===== src/rtl/mmx_pkg.sv =====
// mmx_pkg: shared MMX register-file constants and the writeback entry type
package mmx_pkg;

    localparam int MMX_NUM_REGS = 8;
    localparam int MMX_SEL_W    = $clog2(MMX_NUM_REGS);
    localparam int MMX_DATA_W   = 64;

    typedef struct packed {
        logic [MMX_SEL_W-1:0]  sel;
        logic [MMX_DATA_W-1:0] data;
    } mmx_wb_entry_t;

endpackage


===== src/rtl/mmx_writeback_if.sv =====
// mmx_writeback_if: execute-side handshake, register-file write, scoreboard clear and bypass signals
interface mmx_writeback_if #(
    parameter int DEPTH  = 4,
    parameter int DATA_W = 64,
    parameter int SEL_W  = 3,
    localparam int CNT_W = $clog2(DEPTH) + 1
);
    logic              in_valid;
    logic              in_ready;
    logic [SEL_W-1:0]  in_reg;
    logic [DATA_W-1:0] in_data;
    logic              flush;
    logic              stall_wb;
    logic              rf_we;
    logic [SEL_W-1:0]  rf_sel;
    logic [DATA_W-1:0] rf_data;
    logic              write_enable;
    logic [SEL_W-1:0]  write_select;
    logic [SEL_W-1:0]  byp_sel;
    logic              byp_hit;
    logic [DATA_W-1:0] byp_data;
    logic [CNT_W-1:0]  count;
    logic              empty;
    logic              full;

    modport slave (
        input  in_valid, in_reg, in_data, flush, stall_wb, byp_sel,
        output in_ready, rf_we, rf_sel, rf_data, write_enable, write_select,
               byp_hit, byp_data, count, empty, full
    );

    modport master (
        output in_valid, in_reg, in_data, flush, stall_wb, byp_sel,
        input  in_ready, rf_we, rf_sel, rf_data, write_enable, write_select,
               byp_hit, byp_data, count, empty, full
    );
endinterface


===== src/rtl/mmx_wb_queue.sv =====
// mmx_wb_queue: in-order circular entry store with head/tail pointers, occupancy and flush
module mmx_wb_queue
    import mmx_pkg::*;
#(
    parameter int DEPTH  = 4,
    localparam int PTR_W = $clog2(DEPTH),
    localparam int CNT_W = PTR_W + 1
) (
    input  logic          clk,
    input  logic          reset,
    input  logic          i_push,
    input  logic          i_pop,
    input  logic          i_flush,
    input  mmx_wb_entry_t i_entry,
    output mmx_wb_entry_t o_entries [DEPTH],
    output logic [DEPTH-1:0] o_valid,
    output logic [PTR_W-1:0] o_head_ptr,
    output mmx_wb_entry_t o_head,
    output logic [CNT_W-1:0] o_count,
    output logic          o_empty,
    output logic          o_full
);
    mmx_wb_entry_t    r_mem [DEPTH];
    logic [PTR_W-1:0] r_head;
    logic [PTR_W-1:0] r_tail;
    logic [CNT_W-1:0] r_count;

    // pointers and occupancy; flush collapses the head onto the tail
    always_ff @(posedge clk or negedge reset) begin
        if (!reset) begin
            r_head  <= '0;
            r_tail  <= '0;
            r_count <= '0;
        end else if (i_flush) begin
            r_head  <= r_tail;
            r_count <= '0;
        end else begin
            if (i_push) r_tail <= r_tail + 1'b1;
            if (i_pop)  r_head <= r_head + 1'b1;
            r_count <= r_count + CNT_W'(i_push) - CNT_W'(i_pop);
        end
    end

    // entry payloads need no reset; validity is derived from the pointers
    always_ff @(posedge clk) begin
        if (i_push) r_mem[r_tail] <= i_entry;
    end

    // an entry is live when its distance from the head is below the occupancy
    always_comb begin
        o_valid = '0;
        for (int i = 0; i < DEPTH; i++)
            o_valid[i] = {1'b0, PTR_W'(i) - r_head} < r_count;
    end

    assign o_entries  = r_mem;
    assign o_head_ptr = r_head;
    assign o_count    = r_count;
    assign o_empty    = r_count == '0;
    assign o_full     = r_count == CNT_W'(DEPTH);
    assign o_head     = o_empty ? '0 : r_mem[r_head];
endmodule


===== src/rtl/mmx_writeback.sv =====
// mmx_writeback: buffers MMX results and commits one per cycle to the register file and scoreboard
module mmx_writeback
    import mmx_pkg::*;
#(
    parameter int DEPTH  = 4,
    parameter int DATA_W = MMX_DATA_W,
    parameter int SEL_W  = MMX_SEL_W,
    localparam int PTR_W = $clog2(DEPTH),
    localparam int CNT_W = PTR_W + 1
) (
    input  logic clk,
    input  logic reset,
    mmx_writeback_if.slave bus
);
    mmx_wb_entry_t     w_entry;
    mmx_wb_entry_t     w_entries [DEPTH];
    mmx_wb_entry_t     w_head;
    logic [DEPTH-1:0]  w_valid;
    logic [PTR_W-1:0]  w_head_ptr;
    logic [PTR_W-1:0]  w_idx;
    logic [CNT_W-1:0]  w_count;
    logic              w_empty;
    logic              w_full;
    logic              w_push;
    logic              w_pop;
    logic [SEL_W-1:0]  w_head_sel;
    logic [DATA_W-1:0] w_head_data;
    logic              w_byp_hit;
    logic [DATA_W-1:0] w_byp_data;

    assign w_pop   = !w_empty & !bus.stall_wb & !bus.flush;
    assign w_push  = bus.in_valid & bus.in_ready;
    assign w_entry = {bus.in_reg, bus.in_data};

    mmx_wb_queue #(.DEPTH(DEPTH)) u_queue (
        .clk        (clk),
        .reset      (reset),
        .i_push     (w_push),
        .i_pop      (w_pop),
        .i_flush    (bus.flush),
        .i_entry    (w_entry),
        .o_entries  (w_entries),
        .o_valid    (w_valid),
        .o_head_ptr (w_head_ptr),
        .o_head     (w_head),
        .o_count    (w_count),
        .o_empty    (w_empty),
        .o_full     (w_full)
    );

    // walk oldest to youngest so the last match seen is the youngest
    always_comb begin
        w_byp_hit  = 1'b0;
        w_byp_data = '0;
        w_idx      = w_head_ptr;
        for (int k = 0; k < DEPTH; k++) begin
            w_idx = w_head_ptr + PTR_W'(k);
            if (w_valid[w_idx] && w_entries[w_idx].sel == bus.byp_sel) begin
                w_byp_hit  = 1'b1;
                w_byp_data = w_entries[w_idx].data;
            end
        end
    end

    assign w_head_sel  = w_head.sel;
    assign w_head_data = w_head.data;

    assign bus.in_ready     = reset & !bus.flush & (!w_full | w_pop);
    assign bus.rf_we        = w_pop;
    assign bus.rf_sel       = w_head_sel;
    assign bus.rf_data      = w_head_data;
    assign bus.write_enable = w_pop;
    assign bus.write_select = w_head_sel;
    assign bus.byp_hit      = w_byp_hit;
    assign bus.byp_data     = w_byp_data;
    assign bus.count        = w_count;
    assign bus.empty        = w_empty;
    assign bus.full         = w_full;
endmodule


===== src/flat_wrapper.sv =====
// flat-port wrapper written by rule: the top's interface ports become plain ports
module mmx_writeback_flat import mmx_pkg::*;
#(
    parameter int DEPTH  = 4,
    parameter int DATA_W = MMX_DATA_W,
    parameter int SEL_W  = MMX_SEL_W,
    localparam int PTR_W = $clog2(DEPTH),
    localparam int CNT_W = PTR_W + 1
)
  (clk, reset, bus_in_valid, bus_in_reg, bus_in_data, bus_flush, bus_stall_wb, bus_byp_sel, bus_in_ready, bus_rf_we, bus_rf_sel, bus_rf_data, bus_write_enable, bus_write_select, bus_byp_hit, bus_byp_data, bus_count, bus_empty, bus_full);
  mmx_writeback_if #(.DEPTH(DEPTH), .DATA_W(DATA_W), .SEL_W(SEL_W)) bus_i ();
  input  logic clk;
  input  logic reset;
  input wire logic [$bits(bus_i.in_valid)-1:0] bus_in_valid;
  input wire logic [$bits(bus_i.in_reg)-1:0] bus_in_reg;
  input wire logic [$bits(bus_i.in_data)-1:0] bus_in_data;
  input wire logic [$bits(bus_i.flush)-1:0] bus_flush;
  input wire logic [$bits(bus_i.stall_wb)-1:0] bus_stall_wb;
  input wire logic [$bits(bus_i.byp_sel)-1:0] bus_byp_sel;
  output wire logic [$bits(bus_i.in_ready)-1:0] bus_in_ready;
  output wire logic [$bits(bus_i.rf_we)-1:0] bus_rf_we;
  output wire logic [$bits(bus_i.rf_sel)-1:0] bus_rf_sel;
  output wire logic [$bits(bus_i.rf_data)-1:0] bus_rf_data;
  output wire logic [$bits(bus_i.write_enable)-1:0] bus_write_enable;
  output wire logic [$bits(bus_i.write_select)-1:0] bus_write_select;
  output wire logic [$bits(bus_i.byp_hit)-1:0] bus_byp_hit;
  output wire logic [$bits(bus_i.byp_data)-1:0] bus_byp_data;
  output wire logic [$bits(bus_i.count)-1:0] bus_count;
  output wire logic [$bits(bus_i.empty)-1:0] bus_empty;
  output wire logic [$bits(bus_i.full)-1:0] bus_full;
  assign bus_i.in_valid = bus_in_valid;
  assign bus_i.in_reg = bus_in_reg;
  assign bus_i.in_data = bus_in_data;
  assign bus_i.flush = bus_flush;
  assign bus_i.stall_wb = bus_stall_wb;
  assign bus_i.byp_sel = bus_byp_sel;
  assign bus_in_ready = bus_i.in_ready;
  assign bus_rf_we = bus_i.rf_we;
  assign bus_rf_sel = bus_i.rf_sel;
  assign bus_rf_data = bus_i.rf_data;
  assign bus_write_enable = bus_i.write_enable;
  assign bus_write_select = bus_i.write_select;
  assign bus_byp_hit = bus_i.byp_hit;
  assign bus_byp_data = bus_i.byp_data;
  assign bus_count = bus_i.count;
  assign bus_empty = bus_i.empty;
  assign bus_full = bus_i.full;
  mmx_writeback #(.DEPTH(DEPTH), .DATA_W(DATA_W), .SEL_W(SEL_W)) u_core (.clk(clk), .reset(reset), .bus(bus_i));
endmodule

===== config.mk =====
export PLATFORM = sky130hd
export DESIGN_NAME = mmx_writeback_flat
export DESIGN_NICKNAME = d
export VERILOG_FILES = /design/src/rtl/mmx_pkg.sv /design/src/rtl/mmx_writeback_if.sv /design/src/rtl/mmx_wb_queue.sv /design/src/rtl/mmx_writeback.sv /design/src/flat_wrapper.sv
export SDC_FILE = /design/constraint.sdc
export NUM_CORES = 1
export LEC_CHECK = 0
export ABC_AREA = 1
export CAP_MARGIN = 20
export CELL_PAD_IN_SITES_DETAIL_PLACEMENT = 0
export CELL_PAD_IN_SITES_GLOBAL_PLACEMENT = 1
export CORE_ASPECT_RATIO = 0.5
export CORE_MARGIN = 5
export CORE_UTILIZATION = 41
export CTS_CLUSTER_SIZE = 8
export DETAILED_ROUTE_END_ITERATION = 10
export GPL_TIMING_DRIVEN = 0
export PLACE_DENSITY = 0.89
export REMOVE_ABC_BUFFERS = 1
export SYNTH_ARGS = -nofsm -noshare
export SYNTH_HDL_FRONTEND = slang
export SYNTH_SLANG_ARGS = --single-unit

===== constraint.sdc =====
create_clock -name clk -period 5.35 [get_ports clk]
set_clock_uncertainty 0.15 [all_clocks]
set_input_delay 1.07 -clock clk [delete_from_list [all_inputs] [get_ports clk]]
set_output_delay 1.07 -clock clk [all_outputs]
set_load 0.02 [all_outputs]

==> flow_summary.ini <==
[run_status]
outcome = finished, final reports clean

[global_routing]
grt_usage_pct = 23.2
overflow = 0
grt_max_degree = 197
grt_pass1_wl_um = 90200
antenna_found_initial = 4
grt_pass1_vias = 16100

[yosys]
ys_top_cells_by_count = 1060 x nand2_1, 390 x o21ai_0, 268 x edfxtp_1
avgSynthCellArea_um2 = 6.97
synthAdderAreaFrac_pct = 0.796
synth-seq-cells = 275
synth-simple-area-share_pct = 33.2
ys_warn_count = 0
synth.most_common_cell = nand2_1
yosys.area.top_type = edfxtp_1
yosysUniqueCellTypes = 26
syn_inst = 2616
netlist_area_um2 = 18200
synth_ff_type = edfxtp_1
synth_top_family_by_area = simple AND/OR/NAND/NOR gates
synth_mux_area_share_pct = 0
synth_compound_area_share_pct = 11.0
ys_top_cells_by_area = edfxtp_1 44%, nand2_1 22%, o21ai_0 11%
synth_edf_count = 268
yosys.area.top_type_share_pct = 44.1
async_flop_share_pct = 2.55
yosysSeqAreaShare_pct = 45.1
synth-xor-area-share_pct = 0.240

[sta]
finalHoldViolations = 0
slew_headroom_pct = 26.2
period_share_pct = 96.7
fmax_mhz = 193
setup_viol = 0
worstMarginPinSlew_ns = 1.11
drv_slew = 0
grt_setup_unrepaired = no
period_minus_slack_ns = 5.17

[floorplan]
coreArea_um2 = 43800
die_area_um2 = 49100
initial_core_util_pct = 41.7
die_h_um = 159
num_rows = 54
pin_count = 218
die_w_um = 308

[power]
seq_power_share_pct = 17.7
internal-power_w = 0.00730
p_switching_w = 0.00743
combPwrFrac_pct = 66.8
p_per_area_nw_per_um2 = 651
power.share.switching_pct = 50.4
finalPower_w = 0.0147
vdd_ir_drop_max_uv = 416
power_frac_clock_pct = 15.5
leakage_nw = 9.80

[drt]
highest_layer = met4
drtIter0Drc = 1140
drt-met1-wl_um = 25000
drc_errors = 0
drt-wirelength-per-cell_um = 17.6
drt_first_pass_iters = 9
antenna_left = 0
wl_um = 58800
viasPerCell = 5.17
dr_total_vias = 17300
wl_met3_um = 3670
wl_met2_um = 28900

[worst_setup_path]
max_stage_delay_ns = 0.58
crit_chain = buf_4, nand2_4, nand2_8, ha_1, o211ai_1, nand3_2, nand2_8, buf_16, nand3_4, buf_16, nand3_1, nand3_1, nand2_1, nand2_1, clkdlybuf4s50_1
slowest_stage = clkdlybuf4s50_1
cp-end-kind = output pin
worstSetupPathType = reg -> out
cp_max_fo = 35
startpoint_type = register
cp.required_ns = 4.13
cp_data_arrival_time_ns = 3.95

[clock_tree]
root_buffer = clkbuf_16
tritoncts = built
cts_buffers = 40
clk_pin_slew_ns = 0.05
clock_sinks = 275
clockBufferDepth = 3
insertion_delay_ns = 0.52
ctsHtreeMaxLevel = 2

[layout]
drive_gt1_share_pct = 4.72
fin_nets = 2828
area_growth_pct = 24.2
stdcell_area_um2 = 22600
fill_cells = 4181

[flow_run]
drv_cap = 0

[place]
gp_congestion = 0.758
port_buffers = 217
place_area_um2 = 21100
dp_hpwl_um = 33800

[worst_hold_path]
hp-class = reg -> reg
layer usage:
| metal | track usage [%] | up-vias |
|---|---|---|
| met5 | 0 | - |
| met4 | 5.76 | 0 |
| met3 | 3.03 | 73 |
| met2 | 40.4 | 504 |
| met1 | 30.7 | 7997 |
| li1 | - | 8734 |
stage by stage:
stage	TNS [ns]	utilization (%)	cells	hold slack [ns]	setup WS [ns]
after CTS	0	51.4	3338	0.512	0.00519
after global placement	-3405.11	46.2	3226	0.481	-24.52
after global routing	0	51.7	3349	0.550	0.0321
final	0	51.7	3349	0.509	0.178
after floorplan	-1183.11	-	2421	0.442	-11.63
after detailed placement	-87.75	48.2	3258	0.502	-1.54
power groups by stage:
stage	sequential (W)	clock [W]	combinational, W
floorplan	0.00286	0	0.00540
global placement	0.00287	0	0.00753
detailed placement	0.00271	0	0.00902
CTS	0.00262	0.00232	0.00973
global route	0.00261	0.00243	0.0107
finish	0.00260	0.00229	0.00984
state kept, by name (all words and copies together) (netlist names):
| signal | count |
|---|---|
| u_core.u_queue.o_head_ptr | 2 |
| u_core.u_queue.r_tail | 2 |
| u_core.u_queue.o_count | 3 |
| u_core.u_queue.o_entries | 268 |
placed cells by master, fill, tap and decap left out, types with 2 or more instances in the layout:
master	instances
nand2_1	1053
o21ai_0	390
edfxtp_1	268
inv_1	221
clkdlybuf4s50_1	214
nor2_1	202
nand3_1	164
nand4_1	64
clkbuf_16	41
buf_12	22
buf_4	16
buf_16	14
clkbuf_1	13
ha_1	10
nand2_4	8
nor2_4	8
nand2_8	5
o211ai_1	5
xor2_1	5
dfrtp_1	5
diode_2	4
o21ai_1	3
nand3_4	3
inv_6	3
dlymetal6s2s_1	3
nand3b_1	2
nor3_1	2
dfrtp_4	2
logic make-up (layout without fill, tap and decap cells):
logic type | after synthesis | count (layout)
xor gates and xnor gates | 5 | 5
DFF | 275 | 275
other | 0 | 4
and+or+nand+nor | 1508 | 1515
adders and majority gates | 11 | 11
buffers and inverters | 419 | 553
AOI/OAI and AO/OA | 398 | 398
final timing paths:
| check | from | to | slack [ns] | cells past startpoint |
|---|---|---|---|---|
| worst max register to register | u_core.u_queue.o_count[2] | u_core.u_queue.o_count[2] | 2.34 | 11 |
| worst min-delay path | u_core.u_queue.r_tail[1] | u_core.u_queue.r_tail[1] | 0.51 | 2 |
| min in group asynchronous | reset | u_core.u_queue.o_head_ptr[0] | 0.68 | 1 |
| max in group asynchronous | reset | u_core.u_queue.o_head_ptr[1] | 4.05 | 1 |
| worst max-delay path | u_core.u_queue.o_head_ptr[0] | bus_byp_data[23] | 0.18 | 15 |
| worst min register to register | u_core.u_queue.r_tail[1] | u_core.u_queue.r_tail[1] | 0.51 | 2 |
repair_timing:
| item | 4_1_cts | 5_1_grt |
|---|---|---|
| hold buffers | 0 | 0 |
| setup endpoints to repair | 65 | 65 |
| cloned | 9 | 0 |
| pin swaps | 7 | 1 |
| setup buffers | 14 | 7 |
| resized for setup | 17 | 9 |
critical path, delay by kind of cell, from the launching register on:
family          cells  cell delay (ns)
buf+inv             4             1.18
compound gates      1             0.24
flops               1             0.55
simple gates        9             1.02
fa+ha+maj           1             0.30
area by class of cell:
type	instances	area (um2)	share of cell area, %
multi-input combinational	1929	8510	37.6
sequential	275	8230	36.3
timing repair buffer	271	3170	14.0
clock buffer	54	1070	4.75
inverter	224	883	3.90
tap	588	736	3.25
clock inverter	3	25.0	0.110
antenna	4	10.0	0.0442
timing repair inverter	1	8.76	0.0387
Power figures use the tool's default switching activity.
